## config.mk

```make
export PLATFORM = sky130hd
export DESIGN_NAME = hbm_bench_sequencer
export DESIGN_NICKNAME = d
export VERILOG_FILES = /design/src/rtl/hbm_bench_pkg.sv /design/src/rtl/hbm_lowbit_select.sv /design/src/rtl/hbm_bench_sequencer.sv
export SDC_FILE = /design/constraint.sdc
export NUM_CORES = 1
export LEC_CHECK = 0
export ABC_AREA = 1
export CAP_MARGIN = 20
export CORE_MARGIN = 2
export CORE_UTILIZATION = 44
export CTS_BUF_LIST = sky130_fd_sc_hd__clkbuf_4 sky130_fd_sc_hd__clkbuf_8
export CTS_CLUSTER_SIZE = 24
export DETAILED_ROUTE_END_ITERATION = 8
export PLACE_DENSITY = 0.65
export SYNTH_ARGS = -nofsm -noshare
export SYNTH_HDL_FRONTEND = slang
export SYNTH_HIERARCHICAL = 1
export SYNTH_SLANG_ARGS = --single-unit
```

## constraint.sdc

```tcl
create_clock -name hbm_axi_clk -period 5.01 [get_ports hbm_axi_clk]
set_clock_uncertainty 0.05 [all_clocks]
set_input_delay 1.503 -clock hbm_axi_clk [delete_from_list [all_inputs] [get_ports hbm_axi_clk]]
set_output_delay 1.503 -clock hbm_axi_clk [all_outputs]
set_load 0.01 [all_outputs]
```

## src/rtl/hbm_bench_pkg.sv

```systemverilog
// Shared types and limits for the HBM benchmark sequencer.
// The optional watchdog is enabled by defining HBM_SEQ_TIMEOUT_EN.
package hbm_bench_pkg;

  localparam int N_MEM_INTF_MAX = 32;
  localparam int CNT_W_DEF      = 64;
  localparam int TIMEOUT_W_DEF  = 32;

  typedef enum logic [2:0] {
    S_IDLE      = 3'd0,
    S_WR_LAUNCH = 3'd1,
    S_WR_WAIT   = 3'd2,
    S_RD_LAUNCH = 3'd3,
    S_RD_WAIT   = 3'd4,
    S_DONE      = 3'd5
  } seq_state_e;

endpackage

```

## src/rtl/hbm_lowbit_select.sv

```systemverilog
// Combinational one-hot extractor of the lowest set bit of a channel mask.
module hbm_lowbit_select #(
  parameter int N = 32
) (
  input  logic [N-1:0] vec_i,
  output logic [N-1:0] onehot_o
);

  logic found;

  always_comb begin
    onehot_o = '0;
    found    = 1'b0;
    for (int i = 0; i < N; i++) begin
      if (vec_i[i] && !found) begin
        onehot_o[i] = 1'b1;
        found       = 1'b1;
      end
    end
  end

endmodule

```

## src/rtl/hbm_bench_sequencer.sv

```systemverilog
// Sequences an HBM benchmark run: write phase then read phase, parallel or serial.
// Optional per-WAIT watchdog enabled by defining HBM_SEQ_TIMEOUT_EN.
module hbm_bench_sequencer
  import hbm_bench_pkg::*;
#(
  parameter int N_MEM_INTF = N_MEM_INTF_MAX,
  parameter int CNT_W      = CNT_W_DEF,
  parameter int TIMEOUT_W  = TIMEOUT_W_DEF
) (
  input  logic                  hbm_axi_clk,
  input  logic                  hbm_reset,
  input  logic                  start,
  input  logic                  serial_mode,
  input  logic [N_MEM_INTF-1:0] write_enable,
  input  logic [N_MEM_INTF-1:0] read_enable,
  input  logic [N_MEM_INTF-1:0] end_wr,
  input  logic [N_MEM_INTF-1:0] end_rd,
`ifdef HBM_SEQ_TIMEOUT_EN
  input  logic [TIMEOUT_W-1:0]  timeout_limit,
  output logic                  timed_out,
`endif
  output logic [N_MEM_INTF-1:0] chan_start_wr,
  output logic [N_MEM_INTF-1:0] chan_start_rd,
  output logic                  busy,
  output logic                  done,
  output logic [CNT_W-1:0]      wr_cycles,
  output logic [CNT_W-1:0]      rd_cycles,
  output seq_state_e            dbg_state
);

  seq_state_e            state_q, state_d;
  logic                  start_q, serial_q, serial_d;
  logic [N_MEM_INTF-1:0] end_wr_q, end_rd_q;
  logic [N_MEM_INTF-1:0] wr_rem_q, wr_rem_d, rd_rem_q, rd_rem_d;
  logic [N_MEM_INTF-1:0] pend_q, pend_d;
  logic [N_MEM_INTF-1:0] wr_pulse_q, wr_pulse_d, rd_pulse_q, rd_pulse_d;
  logic [CNT_W-1:0]      wr_cnt_q, wr_cnt_d, rd_cnt_q, rd_cnt_d;
  logic                  busy_q, busy_d, done_q, done_d;

  logic                  start_rise, in_rd, wd_hit;
  logic [N_MEM_INTF-1:0] cur_rem, cur_low, launch_vec, cur_done, pend_left;

`ifdef HBM_SEQ_TIMEOUT_EN
  logic [TIMEOUT_W-1:0]  wd_q, wd_d;
  logic                  to_q, to_d;
  assign wd_hit    = (timeout_limit != '0) && ((wd_q + TIMEOUT_W'(1)) == timeout_limit)
                     && (state_q inside {S_WR_WAIT, S_RD_WAIT});
  assign timed_out = to_q;
`else
  assign wd_hit = 1'b0;
`endif

  assign start_rise = start & ~start_q;
  assign in_rd      = state_q inside {S_RD_LAUNCH, S_RD_WAIT};
  assign cur_rem    = in_rd ? rd_rem_q : wr_rem_q;
  assign launch_vec = serial_q ? cur_low : cur_rem;

  // A completion needs a fresh end edge after the pulse cycle of that channel.
  assign cur_done  = pend_q & (in_rd ? (end_rd & ~end_rd_q & ~rd_pulse_q)
                                     : (end_wr & ~end_wr_q & ~wr_pulse_q));
  assign pend_left = pend_q & ~cur_done;

  hbm_lowbit_select #(.N(N_MEM_INTF)) u_lowbit (
    .vec_i    (cur_rem),
    .onehot_o (cur_low)
  );

  // State register
  always_ff @(posedge hbm_axi_clk) begin
    if (hbm_reset) state_q <= S_IDLE;
    else           state_q <= state_d;
  end

  // Next-state logic
  always_comb begin
    state_d = state_q;
    case (state_q)
      S_IDLE:      if (start_rise) state_d = S_WR_LAUNCH;
      S_WR_LAUNCH: state_d = (wr_rem_q == '0) ? S_RD_LAUNCH : S_WR_WAIT;
      S_WR_WAIT: begin
        if (wd_hit)                 state_d = S_DONE;
        else if (pend_left == '0)   state_d = (wr_rem_q != '0) ? S_WR_LAUNCH : S_RD_LAUNCH;
      end
      S_RD_LAUNCH: state_d = (rd_rem_q == '0) ? S_DONE : S_RD_WAIT;
      S_RD_WAIT: begin
        if (wd_hit)                 state_d = S_DONE;
        else if (pend_left == '0)   state_d = (rd_rem_q != '0) ? S_RD_LAUNCH : S_DONE;
      end
      S_DONE:      state_d = S_IDLE;
      default:     state_d = S_IDLE;
    endcase
  end

  // Output / datapath next values
  always_comb begin
    serial_d   = serial_q;
    wr_rem_d   = wr_rem_q;
    rd_rem_d   = rd_rem_q;
    pend_d     = pend_q;
    wr_pulse_d = '0;
    rd_pulse_d = '0;
    wr_cnt_d   = wr_cnt_q;
    rd_cnt_d   = rd_cnt_q;
    busy_d     = busy_q;
    done_d     = done_q;
`ifdef HBM_SEQ_TIMEOUT_EN
    wd_d       = wd_q;
    to_d       = to_q;
`endif
    case (state_q)
      S_IDLE: begin
        if (start_rise) begin
          serial_d = serial_mode;
          wr_rem_d = write_enable;
          rd_rem_d = read_enable;
          pend_d   = '0;
          wr_cnt_d = '0;
          rd_cnt_d = '0;
          busy_d   = 1'b1;
          done_d   = 1'b0;
`ifdef HBM_SEQ_TIMEOUT_EN
          to_d     = 1'b0;
`endif
        end
      end
      S_WR_LAUNCH, S_RD_LAUNCH: begin
        if (cur_rem != '0) begin
          pend_d = launch_vec;
          if (in_rd) begin
            rd_pulse_d = launch_vec;
            rd_rem_d   = rd_rem_q & ~launch_vec;
            if (~&rd_cnt_q) rd_cnt_d = rd_cnt_q + CNT_W'(1);
          end else begin
            wr_pulse_d = launch_vec;
            wr_rem_d   = wr_rem_q & ~launch_vec;
            if (~&wr_cnt_q) wr_cnt_d = wr_cnt_q + CNT_W'(1);
          end
`ifdef HBM_SEQ_TIMEOUT_EN
          wd_d = '0;
`endif
        end
      end
      S_WR_WAIT, S_RD_WAIT: begin
        pend_d = pend_left;
        if (in_rd) begin
          if (~&rd_cnt_q) rd_cnt_d = rd_cnt_q + CNT_W'(1);
        end else begin
          if (~&wr_cnt_q) wr_cnt_d = wr_cnt_q + CNT_W'(1);
        end
`ifdef HBM_SEQ_TIMEOUT_EN
        wd_d = wd_q + TIMEOUT_W'(1);
        if (wd_hit) begin
          pend_d   = '0;
          wr_rem_d = '0;
          rd_rem_d = '0;
          to_d     = 1'b1;
        end
`endif
      end
      default: ;
    endcase
    if (state_d == S_DONE && state_q != S_DONE) begin
      busy_d = 1'b0;
      done_d = 1'b1;
      pend_d = '0;
    end
  end

  always_ff @(posedge hbm_axi_clk) begin
    if (hbm_reset) begin
      start_q    <= 1'b0;
      serial_q   <= 1'b0;
      end_wr_q   <= '0;
      end_rd_q   <= '0;
      wr_rem_q   <= '0;
      rd_rem_q   <= '0;
      pend_q     <= '0;
      wr_pulse_q <= '0;
      rd_pulse_q <= '0;
      wr_cnt_q   <= '0;
      rd_cnt_q   <= '0;
      busy_q     <= 1'b0;
      done_q     <= 1'b0;
`ifdef HBM_SEQ_TIMEOUT_EN
      wd_q       <= '0;
      to_q       <= 1'b0;
`endif
    end else begin
      start_q    <= start;
      serial_q   <= serial_d;
      end_wr_q   <= end_wr;
      end_rd_q   <= end_rd;
      wr_rem_q   <= wr_rem_d;
      rd_rem_q   <= rd_rem_d;
      pend_q     <= pend_d;
      wr_pulse_q <= wr_pulse_d;
      rd_pulse_q <= rd_pulse_d;
      wr_cnt_q   <= wr_cnt_d;
      rd_cnt_q   <= rd_cnt_d;
      busy_q     <= busy_d;
      done_q     <= done_d;
`ifdef HBM_SEQ_TIMEOUT_EN
      wd_q       <= wd_d;
      to_q       <= to_d;
`endif
    end
  end

  assign chan_start_wr = wr_pulse_q;
  assign chan_start_rd = rd_pulse_q;
  assign busy          = busy_q;
  assign done          = done_q;
  assign wr_cycles     = wr_cnt_q;
  assign rd_cycles     = rd_cnt_q;
  assign dbg_state     = state_q;

endmodule

```

# Word level (Yosys, flattened, before mapping)
# Cells that the tools add are included.
# W data, S select, Z words.
[word_totals]
ff_bits = 359
input_bits = 132
out_inout_bits = 197
word_cells = 228
[op_classes]
add_sub_neg = 2
n_eq_ne = 10
mux = 96
bitwise_logic = 19
reduce_logical = 87
[ops]
columns = ["op", "count"]
rows = [
  ["$mux W64", 7],
  ["$pmux W64 S3", 2],
  ["$mux W32", 11],
  ["$and A32 B32 Y32", 8],
  ["$not A32 Y32", 6],
  ["$add A64 B1 Y64 const B", 2],
  ["$pmux W32 S2", 2],
  ["$reduce_and A64 Y1", 2],
  ["$logic_not A32 Y1", 3],
  ["$pmux W32 S3", 1],
  ["$reduce_bool A32 Y1", 3],
  ["$mux W1", 67],
  ["$logic_and A1 B1 Y1", 32],
  ["$logic_not A1 Y1", 31],
  ["$pmux W3 S5", 1],
  ["$mux W3", 4],
  ["$ne A2 B2 Y1 const B", 4],
  ["$reduce_and A4 Y1", 2],
  ["$reduce_bool A2 Y1", 4],
  ["$reduce_or A4 Y1", 2],
  ["$eq A3 B2 Y1 const B", 2],
  ["$eq A3 B3 Y1 const B", 2],
  ["$reduce_or A2 Y1", 3],
  ["$not A1 Y1", 4],
  ["other kinds (8)", 9],
]

# Depth between registers and ports, before layout
[depth]
ltp_word = 103
ltp_mapped = 30
ltp_nobuf = 27

# Modules after synthesis
# The synthesis kept the hierarchy.
[by_module_without_submodules]
columns = ["module", "instances", "cells_each", "area_per_inst_um2", "seq_area_each_um2"]
rows = [
  ["hbm_bench_sequencer", 1, 3115, 19486.2, 7186.9],
  ["hbm_lowbit_select", 1, 85, 518.0, 0.0],
]

# Least setup slack after synthesis
# No wires, ideal clock.
[synth_path]
path_type = "register -> register"
from = "reg state_q[1], in the netlist dbg_state[1]"
to = "reg pend_q[29]"
setup_time_ns = 0.064
t_arrival_ns = 3.672
required_time_ns = 4.896
path_slack_ns = 1.224
path_stages_with_launch = 31
path_buffers = 3
period_less_slack_ns = 3.786
path_cell_list = "dfxtp_1 > buf_6 > nor2_1 > nand2_2 > nand2_4 > buf_6 > buf_6 > nand2_1 > o21ai_1 > inv_1 > nor2_2 > nand4_2 > nor3_4 > nand4_4 > nor2_4 > nand4_4 > nor2_4 > nand4_4 > nor2_4 > nand4_4 > nor2_4 > nand4_4 > nor2_4 > nand2_1 > nor3_2 > o21ai_0 > o22ai_1 > inv_1 > o21ai_0 > inv_1 > nor2_1"
[synth_via]
elab_chain_cells = 94
elab_cells_between_ends = 118
classes_between = "eq/ne: 8; mux: 39; bitwise: 3; reduce/logical: 68"
[synth_lines]
columns = ["element", "line", "rtl"]
rows = [
  ["start, declared", "hbm_bench_sequencer.sv:31", "seq_state_e state_q, state_d;"],
  ["start signal, assigned", "hbm_bench_sequencer.sv:71", "else state_q <= state_d;"],
  ["$eq A3 B2 Y1 / $eq A3 B3 Y1 (equally long branches)", "hbm_bench_sequencer.sv:54", "assign in_rd = state_q inside {S_RD_LAUNCH, S_RD_WAIT};"],
  ["$reduce_bool A2 Y1 *", "hbm_bench_sequencer.sv:54", ""],
  ["$mux W32 *", "hbm_bench_sequencer.sv:55", "assign cur_rem = in_rd ? rd_rem_q : wr_rem_q;"],
  ["net cur_rem[0]", "hbm_bench_sequencer.sv:41", "logic [N_MEM_INTF-1:0] cur_rem, cur_low, launch_vec, cur_done, pend_left;"],
  ["$mux W1 *", "hbm_lowbit_select.sv:15", "if (vec_i[i] && !found) begin"],
  ["$logic_not A1 Y1", "hbm_lowbit_select.sv:15", ""],
  ["$logic_and A1 B1 Y1", "hbm_lowbit_select.sv:15", ""],
  ["$mux W1 *", "hbm_lowbit_select.sv:15", ""],
  ["[... 80 more ...]", "-", ""],
  ["$mux W1 *", "hbm_lowbit_select.sv:15", ""],
  ["$logic_not A1 Y1 *", "hbm_lowbit_select.sv:15", ""],
  ["$logic_and A1 B1 Y1 *", "hbm_lowbit_select.sv:15", ""],
  ["$mux W1 *", "hbm_lowbit_select.sv:15", ""],
  ["net cur_low[29]", "hbm_bench_sequencer.sv:41", ""],
  ["$mux W32 *", "hbm_bench_sequencer.sv:56", "assign launch_vec = serial_q ? cur_low : cur_rem;"],
  ["$mux W32 *", "hbm_bench_sequencer.sv:127", "if (cur_rem != '0) begin"],
  ["$pmux W32 S3 *", "hbm_bench_sequencer.sv:110", "case (state_q)"],
  ["end signal, assigned", "hbm_bench_sequencer.sv:195", "pend_q <= pend_d;"],
  ["end, declared", "hbm_bench_sequencer.sv:35", "logic [N_MEM_INTF-1:0] pend_q, pend_d;"],
]
# The timed path passes the listed nets; every way through them passes the cells marked *. The select of a mux whose other input is x is not followed.
# A chain may end at the register's enable or synchronous reset.

# Worst setup path after layout
# Ends and elaborated chain as after synthesis.

==> impl_results.md <==
* Run status: complete, but fails checks
* Failing checks: slew limit
* EDFF count, synth at 0
* Nets at 3,604
* Worst R2R Start: dbg_state[1]
* Worst Setup End Kind: flip-flop
* CTS tree: built
* Metal2 WL at 32,720 um
* Die ar. at 47,190 um2
* Number of setup buffers added after CTS at 0
* Worst-path fanout max at 45
* Storage element area at 7187 um2
* Final Non-Filler Cells at 4,122
* Synth Net Count at 3,334
* Final Hold Viols at 0
* Layout area overhead at 24.71%
* Post-CTS Hold Fix Bufs at 0
* Largest family of logic cells by synthesized area: simple AND/OR/NAND/NOR gates
* Post-Syn Area per Cell at 6.251 um2
* Synth Area in Simple Gates at 40.53%
* Starting Density at 44.37%
* Worst Hold Launch: wr_rem_q[22]
* WL met1 at 30,570 um
* Via density at 5.255
* WS Path Type: flip-flop to flip-flop
* WL final at 70,760 um
* LEAKAGE at 9.427 nW
* # H-tree levels at 2
* Insertion delay to the later sink of the worst-skew pair at 0.70 ns
* Largest net degree at the start of global routing at 233
* Minimum clock period at 4.380 ns
* FP Rows at 78
* Compound-cell area share of the yosys netlist at 8.363%
* Post-synthesis share of cell area spent on xor and xnor gates at 4.553%
* Synth Flop Type: dfxtp_1
* Seq/Total Area, Yosys at 35.93%
* Ys Warns at 6
* Chip Height at 217.2 um
* Fin Setup TNS at 0 ns
* Uppermost layer routed: met5
* Iteration-0 DRC Markers at 1,769
* CP Data Required Time at 5.58 ns
* Hold WS at 0.4329 ns
* Final setup violating endpoints at 0
* Wire length on met3 at 4514 um
* CP startpoint kind: flip-flop
* IO buf count at 328
* IO Pins at 329
* Hold Crit Class: flip-flop to flip-flop
* Clock Pin Slew Worst Setup and Hold Paths at 0.07 ns
* Vias in the first global route at 20,380
* Crit share post-route at 87.43%
* Synth Cell Area at 20,000 um2
* Unique masters post-synth at 39
* Adder-cell share of the synthesized area at 0.1251%
* Reg2reg setup slack at 0.63 ns
* First-pass GRT wire length at 110,300 um
* Worst Tran Pin Value at 1.675 ns
* Highest Clock Rate at 0.2283 GHz
* Post-DRT Antenna Nets at 0
* Global Route Usage Sum at 29.32%
* Routed len/inst at 17.17 um
* Max Cap Viol at 0
* Fillers at 4,636
* Drt pass-1 iters at 6
* Max_slew headroom at -11.68%
* Core ar. at 45,090 um2
* Die width at 217.2 um
* Initial antenna violation count at 5
* Peak VDD IR at 0.0002316 V
* CP Launch Point: dbg_state[1]
* Layout cells sized above 1 at 4.974%
* Worst EP arrival at 4.95 ns
* Grt total ovfl at 0
* Clk root buf: clkbuf_8
* Multi-input gate area at 10,750 um2
* # clock sinks at 359
* Mux cell area share after synthesis at 0%
* Pwr dens at 315.5 nW/um2
* DR DRC count at 0
* RSZ-0062 raised after global routing: no
* Slew Viols, Final at 117
* Yosys reg bits at 359
* DP Cell Count at 4,007
* Via count at 21,660
* Asr flop ratio synth at 0%
* Cts bufs inserted at 61
* Cts repair resizes at 0
* Detailed placement HPWL at 52,050 um
* GPL Wtd Cong at 0.9458
* Synth Instances at 3,200
* CTS max path bufs at 3
[state kept, by name, indices dropped and copies added (netlist names)]
name	cells
pend_q	32
rd_rem_q	32
wr_rem_q	32
end_rd_q	32
chan_start_wr	32
rd_cycles	64
start_q	1
serial_q	1
end_wr_q	32
wr_cycles	64
busy	1
chan_start_rd	32
dbg_state	3
done	1
[final cells by class]
type	instances	share of cell area, %
diodes	4	0.04012
multi-input cells	2333	43.07
flip-flops and latches	359	28.81
repair buffers	350	14.04
clock buffers	99	4.985
inverters	365	5.492
well taps	600	3.009
clock inverters	12	0.5567
[layout by cell type, fill, tap and decap left out, types with 34 or more instances in the layout]
cell and n:
o21ai_0 82, inv_1 359, dfxtp_1 359, clkbuf_8 81
o22ai_1 34, nor2_1 499, nand2_1 907, a21oi_1 196
nor3_1 140, clkdlybuf4s50_1 327, xor2_1 82, nand4_1 48
nand3_1 228
[cell usage after synthesis, drive strengths merged (3+ instances only)]
library cell	instances	area share, %
buf	62	2.1
dfxtp	359	36
xnor2	22	0.96
nand2	914	17
clkbuf	81	1.5
xor2	82	3.6
a21oi	196	4.9
nor3b	5	0.19
nand3b	5	0.19
clkinv	3	0.056
inv	362	6.8
nand4	57	2.3
nand3	231	5.9
nor4	33	1.0
nor2	512	9.9
o22ai	34	1.1
o21ai	92	2.4
nor3	142	3.6
[path summary, 6_finish.rpt]
kind,depth (start not counted),end
setup reg to reg,26,pend_q[29]
setup / recovery,26,pend_q[29]
hold reg to reg,2,wr_rem_q[22]
hold / removal,2,wr_rem_q[22]
[worst max-delay path, stage by stage (launching register included)]
cell     delay, ns
dfxtp_1       0.51
nand3_2       0.30
nand2_8       0.34
nand2_1       0.08
o21ai_1       0.14
inv_1         0.14
nor2_2        0.16
nand4_2       0.14
nor3_4        0.19
nand4_4       0.14
nor2_4        0.14
nand4_4       0.13
nor2_4        0.14
nand4_4       0.12
nor2_4        0.14
nand4_4       0.12
nor2_4        0.14
nand4_4       0.11
nor2_4        0.12
nand2_1       0.09
nor3_2        0.10
o21ai_0       0.22
o22ai_1       0.21
inv_1         0.05
o21ai_0       0.15
inv_1         0.06
nor2_1        0.09
[layer usage]
| layer | vias to the layer above | GRT usage, % |
|---|---|---|
| met5 | - | 0 |
| met4 | 4 | 12.83 |
| met3 | 163 | 4.696 |
| met2 | 789 | 48.20 |
| met1 | 10010 | 37.96 |
| li1 | 10700 | - |
[kinds of logic after synthesis]
group	count (synthesis)
xor gates and xnor gates	104
DFF	359
and+or+nand+nor	1904
buffers and inverters	508
adders and majority gates	2
AOI/OAI and AO/OA	323
[stage by stage]
| stage | setup slack, ns | power, W | util [%] | cell area [um2] |
|---|---|---|---|---|
| 2_1_floorplan | 1.224 | 0.004380 | - | 20000 |
| 3_3_place_gp | 0.7643 | 0.004907 | 52.22 | 23550 |
| 3_5_place_dp | 0.5459 | 0.004941 | 52.22 | 23550 |
| 4_1_cts | 0.5244 | 0.007915 | 55.29 | 24930 |
| 5_1_grt | 0.04677 | 0.008256 | 55.33 | 24950 |
| 6_report | 0.6299 | 0.007871 | 55.33 | 24950 |
[power by group]
group	switching, W	internal [W]	total, W
logic	0.00124	0.000538	0.00178
clock network	0.00129	0.00168	0.00297
registers	0.000122	0.00300	0.00312
Note: power is estimated with default switching activity, not from simulation.
